### config.mk
export PLATFORM = sky130hd
export DESIGN_NAME = adc_int_to_float
export DESIGN_NICKNAME = d
export VERILOG_FILES = /design/src/rtl/khu_float_pkg.sv /design/src/rtl/adc_int_to_float.sv
export SDC_FILE = /design/constraint.sdc
export NUM_CORES = 1
export LEC_CHECK = 0
export ABC_AREA = 1
export CAP_MARGIN = 20
export CORE_ASPECT_RATIO = 1.2
export CORE_MARGIN = 5
export CORE_UTILIZATION = 61
export DETAILED_ROUTE_END_ITERATION = 16
export PLACE_DENSITY = 0.88
export SYNTH_ARGS = -nofsm -noshare
export SYNTH_HDL_FRONTEND = slang
export SYNTH_SLANG_ARGS = --single-unit
### constraint.sdc
create_clock -name i_CLK -period 7.1 [get_ports i_CLK]
set_input_delay 1.065 -clock i_CLK [delete_from_list [all_inputs] [get_ports i_CLK]]
set_output_delay 1.065 -clock i_CLK [all_outputs]
set_load 0.005 [all_outputs]
### src/rtl/khu_float_pkg.sv
// -----------------------------------------------------------------------------
// khu_float_pkg
//   Shared definitions for the float datapath: IEEE-754 single-precision field
//   widths, exponent bias, the canonical zero pattern, and the state encoding
//   of the integer-to-float converter.
// -----------------------------------------------------------------------------
package khu_float_pkg;

  localparam int FLOAT_SIGN_W = 1;
  localparam int FLOAT_EXP_W  = 8;
  localparam int FLOAT_MAN_W  = 23;

  localparam logic [FLOAT_EXP_W-1:0] FLOAT_EXP_BIAS = 8'd127;
  localparam logic [31:0]            FLOAT_ZERO     = 32'h0000_0000;

  typedef enum logic [2:0] {
    ST_IDLE = 3'd0,
    ST_ABS  = 3'd1,
    ST_NORM = 3'd2,
    ST_PACK = 3'd3,
    ST_OUT  = 3'd4
  } a2f_state_e;

endpackage : khu_float_pkg

### src/rtl/adc_int_to_float.sv
// -----------------------------------------------------------------------------
// adc_int_to_float
//   Converts a 24-bit two's-complement ADC sample into an IEEE-754 single-
//   precision float. The conversion is exact and always takes the same number
//   of cycles: capture, absolute value, five normalise steps (16/8/4/2/1),
//   pack, then a valid/ready output stage. Samples offered while busy are
//   dropped and counted in a saturating counter.
//
// Ports
//   i_CLK             clock
//   i_RST             asynchronous active-high reset
//   i_ADC_DATA        signed input sample
//   i_ADC_DATA_VALID  input sample valid
//   o_ADC_DATA_READY  block idle, sample accepted on this edge
//   o_X_DATA          float result
//   o_X_DATA_VALID    result valid
//   i_X_DATA_READY    downstream ready
//   o_DROP_CNT        saturating count of samples lost while busy
//   i_DROP_CLR        synchronous clear of o_DROP_CNT (wins over increment)
// -----------------------------------------------------------------------------
module adc_int_to_float
  import khu_float_pkg::*;
#(
  parameter int IN_WIDTH       = 24,
  parameter int DROP_CNT_WIDTH = 8
) (
  input  logic                      i_CLK,
  input  logic                      i_RST,
  input  logic [IN_WIDTH-1:0]       i_ADC_DATA,
  input  logic                      i_ADC_DATA_VALID,
  output logic                      o_ADC_DATA_READY,
  output logic [31:0]               o_X_DATA,
  output logic                      o_X_DATA_VALID,
  input  logic                      i_X_DATA_READY,
  output logic [DROP_CNT_WIDTH-1:0] o_DROP_CNT,
  input  logic                      i_DROP_CLR
);

  localparam logic [2:0] LAST_STEP = 3'd4;

  a2f_state_e state_q, state_d;

  logic [IN_WIDTH-1:0]       x_q;
  logic [IN_WIDTH-1:0]       mag_q;
  logic                      sign_q;
  logic                      zero_q;
  logic [4:0]                shift_q;
  logic [2:0]                step_q;
  logic                      ready_q;
  logic [31:0]               data_q;
  logic                      valid_q;
  logic [DROP_CNT_WIDTH-1:0] drop_q;

  logic                      accept;
  logic                      out_fire;
  logic [IN_WIDTH-1:0]       abs_mag;
  logic                      top_zero;
  logic [4:0]                norm_k;
  logic [IN_WIDTH-1:0]       norm_mag;
  logic [4:0]                norm_shift;
  logic [FLOAT_EXP_W-1:0]    pack_exp;

  assign accept   = i_ADC_DATA_VALID && ready_q;
  assign out_fire = valid_q && i_X_DATA_READY;

  // -2^23 negates to itself; read as unsigned that is 0x800000, which is the
  // correct magnitude, so no special case is needed.
  assign abs_mag  = x_q[IN_WIDTH-1] ? (~x_q + 24'd1) : x_q;

  // Leading-one position is folded into the exponent: a value whose leading
  // one sits at bit 23 after s shifts has exponent bias + 23 - s.
  assign pack_exp = FLOAT_EXP_BIAS + 8'd23 - {3'b000, shift_q};

  // ---------------------------------------------------------------------------
  // Normalise shifter: one step per cycle, step size chosen by step index.
  // ---------------------------------------------------------------------------
  always_comb begin
    // NOTE: every combinational output gets a default first so no path leaves
    // it unassigned; otherwise synthesis infers a latch.
    top_zero = 1'b0;
    norm_k   = 5'd0;
    case (step_q)
      3'd0: begin top_zero = (mag_q[23:8]  == '0); norm_k = 5'd16; end
      3'd1: begin top_zero = (mag_q[23:16] == '0); norm_k = 5'd8;  end
      3'd2: begin top_zero = (mag_q[23:20] == '0); norm_k = 5'd4;  end
      3'd3: begin top_zero = (mag_q[23:22] == '0); norm_k = 5'd2;  end
      3'd4: begin top_zero = ~mag_q[23];           norm_k = 5'd1;  end
      default: begin top_zero = 1'b0;              norm_k = 5'd0;  end
    endcase
    norm_mag   = top_zero ? (mag_q << norm_k) : mag_q;
    norm_shift = top_zero ? (shift_q + norm_k) : shift_q;
  end

  // ---------------------------------------------------------------------------
  // FSM
  // ---------------------------------------------------------------------------
  always_ff @(posedge i_CLK or posedge i_RST) begin
    // NOTE: sequential state uses non-blocking assignments so every register
    // samples pre-edge values regardless of statement order.
    if (i_RST) state_q <= ST_IDLE;
    else       state_q <= state_d;
  end

  always_comb begin
    state_d = state_q;
    case (state_q)
      ST_IDLE: if (accept)               state_d = ST_ABS;
      ST_ABS:                            state_d = ST_NORM;
      ST_NORM: if (step_q == LAST_STEP)  state_d = ST_PACK;
      ST_PACK:                           state_d = ST_OUT;
      ST_OUT:  if (out_fire)             state_d = ST_IDLE;
      default:                           state_d = ST_IDLE;
    endcase
  end

  // ---------------------------------------------------------------------------
  // Datapath and handshake registers
  // ---------------------------------------------------------------------------
  always_ff @(posedge i_CLK or posedge i_RST) begin
    if (i_RST) begin
      x_q     <= '0;
      mag_q   <= '0;
      sign_q  <= 1'b0;
      zero_q  <= 1'b0;
      shift_q <= '0;
      step_q  <= '0;
      ready_q <= 1'b0;
      data_q  <= FLOAT_ZERO;
      valid_q <= 1'b0;
    end else begin
      // READY is registered: it rises one edge after arriving in IDLE and
      // falls on the accepting edge.
      ready_q <= (state_q == ST_IDLE) && !accept;
      case (state_q)
        ST_IDLE: if (accept) x_q <= i_ADC_DATA;
        ST_ABS: begin
          sign_q  <= x_q[IN_WIDTH-1];
          mag_q   <= abs_mag;
          zero_q  <= (x_q == '0);
          shift_q <= '0;
          step_q  <= '0;
        end
        ST_NORM: begin
          mag_q   <= norm_mag;
          shift_q <= norm_shift;
          step_q  <= step_q + 3'd1;
        end
        ST_PACK: begin
          // The leading one is implicit; a zero sample never normalises, so it
          // bypasses packing and is always +0.
          data_q  <= zero_q ? FLOAT_ZERO : {sign_q, pack_exp, mag_q[22:0]};
          valid_q <= 1'b1;
        end
        ST_OUT:  if (out_fire) valid_q <= 1'b0;
        default: valid_q <= 1'b0;
      endcase
    end
  end

  // ---------------------------------------------------------------------------
  // Saturating drop counter
  // ---------------------------------------------------------------------------
  always_ff @(posedge i_CLK or posedge i_RST) begin
    if (i_RST)                                        drop_q <= '0;
    else if (i_DROP_CLR)                              drop_q <= '0;
    else if (i_ADC_DATA_VALID && !ready_q && (drop_q != '1))
                                                      drop_q <= drop_q + DROP_CNT_WIDTH'(1);
  end

  assign o_ADC_DATA_READY = ready_q;
  assign o_X_DATA         = data_q;
  assign o_X_DATA_VALID   = valid_q;
  assign o_DROP_CNT       = drop_q;

endmodule : adc_int_to_float

==> impl_metrics.csv <==
group,metric,value,unit
clock_tree,post-cts-setup-buffers,0,
setup_path,end_kind,"register",
clock_tree,cts.root.buffer_cell,"clkbuf_16",
placement,port_buffers,70,
clock_tree,postCtsHoldBufs,0,
grt,antenna_found_initial,0,
setup_path,start_kind,"register",
setup_path,path_class,"reg2reg",
setup_path,reg2reg_from,"step_q[0]$_DFFE_PP0P_",
hold_path,holdPathEnd,"o_X_DATA[26]$_DFFE_PP0P_",
logic_synthesis,syn-cell-area,0.00628,mm²
logic_synthesis,ys_seq_area_share,41.0,%
job,drv_cap,0,
layout,post_route_cells_drive_above_1_share,5.83,%
logic_synthesis,synth_ff_type,"dfrtp_1",
power_and_ir_drop,p_leak,3.47,nW
logic_synthesis,synth_cell_types,39,
run_status,status,"finished clean",
layout,fill_cells,818,
layout,layout.nets,964,
timing,drv_slew,0,
timing,grt_setup_unrepaired,"false",
grt,grt_pass1_wl,27600,µm
timing,period_share,49.2,%
route,dr.first_iter.drc_count,606,
layout,fin_area,0.00724,mm²
power_and_ir_drop,p_per_area,438,mW/mm²
timing,worst_slew_pin_slew,1.02,ns
die,coreArea,0.0101,mm²
placement,dp_cells,1037,
setup_path,r2r_slack,3.61,ns
logic_synthesis,synth-seq-cells,103,
die,die_w,103,µm
hold_path,min_path_type,"reg2reg",
grt,grt_usage,28.1,%
timing,finalClockSkew,0.00860,ns
timing,period_needed,3.49,ns
route,via_per_inst,5.84,
timing,setup_viol,0,
layout,area_growth_syn_to_layout,15.3,%
clock_tree,cts_tree,"built",
power_and_ir_drop,p_total,0.00317,W
logic_synthesis,ys_warn_count,0,
logic_synthesis,synth.net_count,919,
timing,maxSlewHeadroom,31.8,%
clock_tree,clock_sinks,103,
logic_synthesis,syn_inst,877,
die,start_util,62.4,%
clock_tree,clk_path_buf_depth,2,
grt,first_global_vias,5785,
timing,hold_viol_final,0,
logic_synthesis,async_flop_share,100,%
hold_path,hp-start,"o_X_DATA[26]$_DFFE_PP0P_",
clock_tree,post_cts_resize_count,0,
setup_path,crit_start,"step_q[0]$_DFFE_PP0P_",
route,final_antenna_net_count,0,
setup_path,rr_endpoint,"shift_q[4]$_DFFE_PP0P_",
placement,dpl_cell_area,0.00695,mm²
logic_synthesis,avgSynthCellArea,7.16,µm²
die,rows,40,
timing,finalSetupTns,0,ns
clock_tree,clk_pin_slew,0.07,ns
grt,grt_overflow_total,0,
layout,antenna_cells,0,
route,first_pass_iters,8,
die,die_area,0.0124,mm²
route,totalWireLength,16700,µm
placement,place_congestion,0.931,
layout,final_util,72.0,%
placement,dp_hpwl,12100,µm
setup_path,worstPathArrival,3.71,ns
die,io_pins,71,
route,vias,6145,
route,drc_errors,0,
route,wl_per_cell,15.8,µm
layout,fin_cells,1053,
power_and_ir_drop,max-vdd-ir-drop,0.231,mV
logic_synthesis,synth_edf_count,0,
setup_path,cp_max_fo,30,
clock_tree,cts_buffers,9,
grt,grt_max_degree,57,
setup_path,worst_ep_required_time,7.31,ns
setup_path,reg2reg_depth,12,
clock_tree,clk_latency,0.36,ns
clock_tree,cts_max_level,3,
die,die_y,121,µm
hold_path,hold_path_depth,2,
timing,fmax,286,MHz
## synthesized netlist by cell type (11+ instances only)
cell / n / area [µm²]
nand2_1: 234 / 878
dfrtp_1: 103 / 2580
nand3_1: 101 / 505
inv_1: 75 / 282
o21ai_0: 75 / 375
nor2_1: 74 / 278
a21oi_1: 51 / 255
o21ai_1: 26 / 130
clkbuf_1: 18 / 67.6
ha_1: 12 / 150
nor3_1: 12 / 60.1
nand4_1: 11 / 68.8
## cells by family (layout without fill, tap and decap cells)
family                     count (synthesis)  after routing  synth area share [%]
and+or+nand+nor                          453            453                  31.0
AOI/OAI and AO/OA                        170            170                  14.3
buffers and inverters                    122            172                  8.33
DFF                                      103            103                  41.0
adders and majority gates                 13             13                  2.71
xor gates and xnor gates                   8              8                  1.12
muxes                                      8              8                  1.43
## per-layer routing
metal | global-route usage (%) | routed length (µm)
met5 | 0 | 0
met4 | 12.4 | 635
met3 | 4.37 | 1000
met2 | 46.7 | 8180
met1 | 35.9 | 6860
## cell type report
class | count | area (µm²) | share of cell area [%]
clock buffer | 11 | 253 | 3.49
clock inverter | 5 | 38.8 | 0.536
inverter | 84 | 320 | 4.42
multi-input combinational | 652 | 3180 | 43.9
sequential | 103 | 2580 | 35.6
tap | 126 | 158 | 2.18
timing repair buffer | 72 | 716 | 9.88
## per-stage QoR
stage	setup slack, ns	hold slack [ns]
finish	3.61	0.482
global route	3.27	0.497
CTS	3.70	0.481
detailed placement	3.76	0.472
global placement	3.84	0.462
floorplan	3.33	0.446
## critical path, cell delays in order, from the launching register on
cell and delay [ns]:
dfrtp_1 0.38, inv_1 0.10, ha_1 0.22, nand2_1 0.75, inv_1 0.63, ha_1 0.46, inv_1 0.06, or2_2 0.28
nand2_1 0.08, a21oi_1 0.08, xnor2_1 0.13, nand3_1 0.08, o21ai_0 0.10
## layout by cell type, fill, tap and decap left out, types with 2 or more instances in the layout
master,Yosys,layout
inv_6,0,3
inv_2,7,7
mux2_2,8,8
nand4_1,11,11
clkbuf_16,0,9
o22ai_1,5,5
clkdlybuf4s50_1,0,70
o21ai_0,75,75
o211ai_1,3,3
clkbuf_8,0,2
xor2_1,7,7
nor3_1,12,12
or2_2,2,2
nor2_1,74,74
o21ai_1,26,26
a31oi_1,3,3
nand2_2,9,9
inv_1,75,74
nand3_1,101,101
dfrtp_1,103,103
a21oi_1,51,51
nand3b_1,4,4
nand2_4,2,2
nand2_1,234,234
buf_4,4,2
o32ai_1,3,3
ha_1,12,12
inv_4,1,2
## sequential cells by signal, indices dropped and copies added (netlist names), 3 cells and up
register    count
mag_q          24
o_DROP_CNT      8
o_X_DATA       32
shift_q         5
state_q         3
step_q          3
x_q            24
## power by group
part | switching [W] | internal, W
clock | 0.000229 | 0.000260
combinational | 0.00104 | 0.000611
sequential | 0.000205 | 0.000819
total | 0.00148 | 0.00169
## worst max path at each step
stage                              to  slack, ns  cells past startpoint
6_report       shift_q[4]$_DFFE_PP0P_       3.61                     12
3_3_place_gp   shift_q[4]$_DFFE_PP0P_       3.84                     12
4_1_cts        shift_q[4]$_DFFE_PP0P_       3.70                     12
5_1_grt         mag_q[14]$_DFFE_PP0P_       3.27                     11
3_5_place_dp   shift_q[4]$_DFFE_PP0P_       3.76                     12
2_1_floorplan    mag_q[0]$_DFFE_PP0P_       3.33                      1
No activity file was read; power rests on OpenSTA's default activity.
